## config.mk

```make
export PLATFORM = sky130hd
export DESIGN_NAME = bcd_counter
export DESIGN_NICKNAME = d
export VERILOG_FILES = /design/src/rtl/bcd_counter_pkg.sv /design/src/rtl/bcd_counter_digit_step.sv /design/src/rtl/bcd_counter.sv
export SDC_FILE = /design/constraint.sdc
export NUM_CORES = 1
export LEC_CHECK = 0
export CAP_MARGIN = 20
export CORE_UTILIZATION = 36
export CTS_CLUSTER_SIZE = 20
export DETAILED_ROUTE_END_ITERATION = 8
export PLACE_DENSITY_LB_ADDON = 0.15
export REMOVE_ABC_BUFFERS = 1
export SLEW_MARGIN = 20
export SYNTH_ARGS = -nofsm -noshare
export SYNTH_HDL_FRONTEND = slang
export SYNTH_SLANG_ARGS = --single-unit
```

## constraint.sdc

```tcl
create_clock -name clk_i -period 5.2 [get_ports clk_i]
set_clock_uncertainty 0.15 [all_clocks]
set_input_delay 1.3 -clock clk_i [delete_from_list [all_inputs] [get_ports clk_i]]
set_output_delay 1.3 -clock clk_i [all_outputs]
set_load 0.01 [all_outputs]
```

## src/rtl/bcd_counter_pkg.sv

```systemverilog
// bcd_counter_pkg: shared BCD widths and decimal-to-BCD constant encoding.
package bcd_counter_pkg;

    localparam int BCD_DIGIT_W = 4;
    localparam int MAX_DIGITS  = 4;

    function automatic logic [MAX_DIGITS*BCD_DIGIT_W-1:0] dec_to_bcd(input int unsigned value);
        int unsigned v;
        logic [MAX_DIGITS*BCD_DIGIT_W-1:0] r;
        v = value;
        r = '0;
        for (int i = 0; i < MAX_DIGITS; i++) begin
            r[i*BCD_DIGIT_W +: BCD_DIGIT_W] = BCD_DIGIT_W'(v % 10);
            v = v / 10;
        end
        return r;
    endfunction

endpackage

```

## src/rtl/bcd_counter_digit_step.sv

```systemverilog
// bcd_digit_step: one BCD digit +/-1 with ripple carry (up) or borrow (down).
module bcd_digit_step
    import bcd_counter_pkg::*;
(
    input  logic [BCD_DIGIT_W-1:0] digit_i,
    input  logic                   dir_i,
    input  logic                   cin_i,
    output logic [BCD_DIGIT_W-1:0] digit_o,
    output logic                   cout_o
);

    logic edge_digit;

    assign edge_digit = dir_i ? (digit_i == 4'd0) : (digit_i == 4'd9);
    assign cout_o     = cin_i & edge_digit;
    assign digit_o    = !cin_i     ? digit_i :
                        edge_digit ? (dir_i ? 4'd9 : 4'd0) :
                        dir_i      ? digit_i - 4'd1 : digit_i + 4'd1;

endmodule

```

## src/rtl/bcd_counter.sv

```systemverilog
// bcd_counter: bounded up/down BCD counter with clear, checked load and wrap/saturate.
module bcd_counter
    import bcd_counter_pkg::*;
#(
    parameter int NUM_DIGITS = 2,
    parameter int MAX_VALUE  = 59,
    parameter int MIN_VALUE  = 0,
    parameter int WRAP       = 1
) (
    input  logic                              clk_i,
    input  logic                              rst_ni,
    input  logic                              en_i,
    input  logic                              dir_i,
    input  logic                              clear_i,
    input  logic                              load_i,
    input  logic [NUM_DIGITS*BCD_DIGIT_W-1:0] load_value_i,
    output logic [NUM_DIGITS*BCD_DIGIT_W-1:0] value_o,
    output logic                              carry_o,
    output logic                              at_max_o,
    output logic                              at_min_o,
    output logic                              load_err_o
);

    localparam int W = NUM_DIGITS * BCD_DIGIT_W;
    localparam logic [MAX_DIGITS*BCD_DIGIT_W-1:0] MIN_FULL = dec_to_bcd(MIN_VALUE);
    localparam logic [MAX_DIGITS*BCD_DIGIT_W-1:0] MAX_FULL = dec_to_bcd(MAX_VALUE);
    localparam logic [W-1:0] MIN_BCD = MIN_FULL[W-1:0];
    localparam logic [W-1:0] MAX_BCD = MAX_FULL[W-1:0];
    localparam bit WRAP_EN = (WRAP != 0);

    if (NUM_DIGITS < 1 || NUM_DIGITS > MAX_DIGITS) begin : g_bad_digits
        $error("bcd_counter: NUM_DIGITS must be 1..4");
    end
    if (MAX_VALUE >= 10**NUM_DIGITS) begin : g_bad_max
        $error("bcd_counter: MAX_VALUE does not fit in NUM_DIGITS");
    end
    if (MIN_VALUE < 0 || MIN_VALUE >= MAX_VALUE) begin : g_bad_min
        $error("bcd_counter: MIN_VALUE must be below MAX_VALUE");
    end

    logic [W-1:0]        value_q, value_d, step_value;
    logic                load_err_q, load_err_d;
    logic [NUM_DIGITS:0] carry;
    logic                carry_unused;
    logic                load_ok;

    assign carry[0]     = 1'b1;
    assign carry_unused = carry[NUM_DIGITS];

    for (genvar d = 0; d < NUM_DIGITS; d++) begin : g_digit
        bcd_digit_step u_step (
            .digit_i (value_q[d*BCD_DIGIT_W +: BCD_DIGIT_W]),
            .dir_i   (dir_i),
            .cin_i   (carry[d]),
            .digit_o (step_value[d*BCD_DIGIT_W +: BCD_DIGIT_W]),
            .cout_o  (carry[d+1])
        );
    end

    // With every nibble <= 9, BCD ordering matches decimal ordering.
    always_comb begin
        load_ok = (load_value_i >= MIN_BCD) && (load_value_i <= MAX_BCD);
        for (int i = 0; i < NUM_DIGITS; i++)
            if (load_value_i[i*BCD_DIGIT_W +: BCD_DIGIT_W] > 4'd9) load_ok = 1'b0;
    end

    assign at_max_o   = (value_q == MAX_BCD);
    assign at_min_o   = (value_q == MIN_BCD);
    assign carry_o    = en_i & ~clear_i & ~load_i & WRAP_EN & (dir_i ? at_min_o : at_max_o);
    assign value_o    = value_q;
    assign load_err_o = load_err_q;

    always_comb begin
        value_d    = value_q;
        load_err_d = 1'b0;
        if (clear_i) begin
            value_d = MIN_BCD;
        end else if (load_i) begin
            value_d    = load_ok ? load_value_i : value_q;
            load_err_d = !load_ok;
        end else if (en_i) begin
            value_d = carry_o                      ? (dir_i ? MAX_BCD : MIN_BCD) :
                      (dir_i ? at_min_o : at_max_o) ? value_q : step_value;
        end
    end

    always_ff @(posedge clk_i or negedge rst_ni) begin
        if (!rst_ni) begin
            value_q    <= MIN_BCD;
            load_err_q <= 1'b0;
        end else begin
            value_q    <= value_d;
            load_err_q <= load_err_d;
        end
    end

endmodule

```

==> impl_results.md <==
* N_diodes at 0
* Hold/Removal Path Class: flip-flop to flip-flop
* R2r worst-path depth at 4
* HPWL after DPL at 1650 um
* Sequential share of the synthesized area at between 20% and 30%
* Post-synth EDFFs at 0
* Placed insts at 146
* Root Buffer: clkbuf_4
* Synth area leader: dfrtp_1
* Peak VDD IR at 0.135 mV
* Core Box Area at 2250 um2
* Clock network power share at about 18%
* Initial Util at slightly below 40%
* CP required at roughly 3800 ps
* Cts hold-fix bufs at 0
* Clk Latency, worst-skew pair at 250 ps
* Post-CTS Setup Bufs at 0
* FP Rows at 17
* Layout Utilization at 51.7%
* Routed via count at around 800
* Area delta synth->final at 33.9%
* Top cell type's share of synthesized area at 25.9%
* Post-DR wirelength/cell at 14.0 um
* Vias in the first global route at ~800
* # resized after CTS at 0
* Worst-path maximum fanout at 13
* I/O Buffers at 25
* Relative slew margins at between 60 and 70%
* Initial antenna violation count at 0
* Synth warnings at 0
* Final wirelength at 2110 um
* Post-Syn Area at 871 um2
* Largest net degree at the start of global routing at 14
* Max Freq at 221 MHz
* Share of cells above drive strength 1 at 9.84%
* Maximum root-to-sink buffer count at 2
* Post-route ant nets at 0
* Internal power at 0.178 mW
* Seq pwr share at around 37%
* Sw Share at 36.2%
* Grt ovf at 0
* Outcome: finished clean
* All-Layer GR Usage at 17.8%
* Hold Fails Final Rpt at 0
* CTS buffer count at 3
* Reg2reg start: value_o[0]$_DFFE_PN0P_
* Combinational power share at 44.8%
* Critical path class: primary input to primary output
* 1st-iter DRT viols at 19
* Top cells by area, synth: dfrtp_1, a21oi_1, ha_1
* Max-slew violation count at 0
* Tmin final at 4530 ps
* WHS Endpoint: value_o[6]$_DFFE_PN0P_
* Reg-to-Reg End: value_o[7]$_DFFE_PN0P_
* Power Dens Cells at around 240 nW/um2
* TritonCTS clock tree: built
* Htree depth at 1
* GP Congestion at around 0.76
* CP endpoint kind: primary output
* Max Cap Viol at 0
* Layout net count at approximately 140
* Arrival time worst endpoint at 3080 ps
* #FFs+latches synth at 9
* Avg Cell Area, Syn at 9.17 um2
* Flop2flop setup slack at 3100 ps
* Number of top-level pins at 26
* Routed vias/inst at around 5.5
* Tcrit/Tclk final at 87.2%
* First-pass GRT wire length at 3420 um
* Actual slew at the worst max-slew pin at 497 ps
* # setup viols final at 0
* Synth Flop Type: dfrtp_1
* Hold Path Origin: value_o[6]$_DFFE_PN0P_
* Pleak at 0.479 nW
* Setup TNS Final at 0 ps
* TritonRoute pass-1 iters at 4
* Mapped Cells at 95
* Non-Filler Instances at 150
* # DRC at 0
* Die width at 51.2 um
* Die H at 51.2 um
* P_sw at 0.101 mW
* Hold path depth at 2
* Clock transition at path regs at 50 ps
* CP Launch Type: primary input
* RSZ-0062 raised after global routing: false
* Post-synth cell types at 44
* Die Area at 2620 um2
* Clk sink count at 9
* Synth async-reset ratio at 100%
## stage by stage
step / instance area, um2 / setup slack, ps / total power, mW / hold WS [ps]
after floorplan: 847 / 1770 / 0.172 / 468
after global placement: 1140 / 708 / 0.227 / 467
after detailed placement: 1140 / 695 / 0.228 / 480
after CTS: 1170 / 678 / 0.282 / 488
after global routing: 1170 / 602 / 0.302 / 509
final: 1170 / 667 / 0.278 / 481
## worst max path at each step
stage | cells past startpoint | to | startpoint | slack (ps)
2_1_floorplan | 3 | carry_o | dir_i | 1770
3_3_place_gp | 4 | carry_o | load_i | 710
3_5_place_dp | 4 | carry_o | load_i | 700
4_1_cts | 4 | carry_o | load_i | 680
5_1_grt | 4 | carry_o | load_i | 600
6_report | 4 | carry_o | load_i | 670
## metal layers
metal / share of wire [%] / vias up / track usage (%)
met4: 0.38 / 0 / 9.26
met5: 0 / - / 0
met3: 3.7 / 2 / 2.68
met2: 45 / 22 / 29.2
li1: - / 415 / -
met1: 50 / 380 / 22.3
## cell usage in the layout, fill, tap and decap left out, types with 3 or more instances in the layout
cell	netlist	routed
nand2_1	7	7
inv_1	6	6
clkbuf_4	1	3
o21ai_0	3	3
xnor2_1	3	3
o31ai_1	4	4
nor2b_1	3	3
a21oi_1	10	10
ha_1	4	4
dfrtp_1	9	9
nor2_1	3	3
clkdlybuf4s50_1	0	25
## state kept, by name, indices dropped and copies added, names as in the netlist
signal      flops
value_o         8
load_err_o      1
## synth_stat cells, types with 2 or more instances
master,n
o21ai_0,3
nand3b_1,2
nor3b_1,2
nand2_1,7
a211oi_1,2
inv_1,6
a21oi_1,10
fa_1,2
a32oi_1,2
nor2_1,3
xnor2_1,3
a211o_1,2
nor3b_2,2
dfrtp_1,9
ha_1,4
o31ai_1,4
nor3_1,2
a21o_1,2
nor2b_1,3
## area by class of cell
cell class	instances	area, um2
clock buffers	4	26.3
fillers	227	1090
inverters	6	22.5
multi-input cells	77	599
flip-flops and latches	9	225
well taps	28	35.0
repair buffers	26	258
## worst max-delay path, cell delays in order
cell             delay, ps
clkdlybuf4s50_1        630
and2b_1                380
nor3b_1                200
clkdlybuf4s50_1        560
## cells by family (layout without fill, tap and decap cells)
group / after synthesis / in the layout / synth area share [%]
AO/OA/AOI/OAI: 32 / 32 / 26.6
XOR/XNOR: 4 / 4 / 4.02
adder cells (fa/ha/maj): 6 / 6 / 10.3
buffers and inverters: 9 / 36 / 5.32
flip-flops: 9 / 9 / 25.9
multiplexers: 1 / 1 / 1.29
AND/OR/NAND/NOR: 34 / 34 / 26.6
## power by group through the flow
stage / clock, mW / sequential, mW / combinational, mW
6_report: 0.0509 / 0.103 / 0.125
3_3_place_gp: 0 / 0.103 / 0.124
2_1_floorplan: 0 / 0.103 / 0.0694
3_5_place_dp: 0 / 0.104 / 0.125
4_1_cts: 0.0544 / 0.102 / 0.126
5_1_grt: 0.0578 / 0.105 / 0.138
No activity file was read; power rests on OpenSTA's default activity.
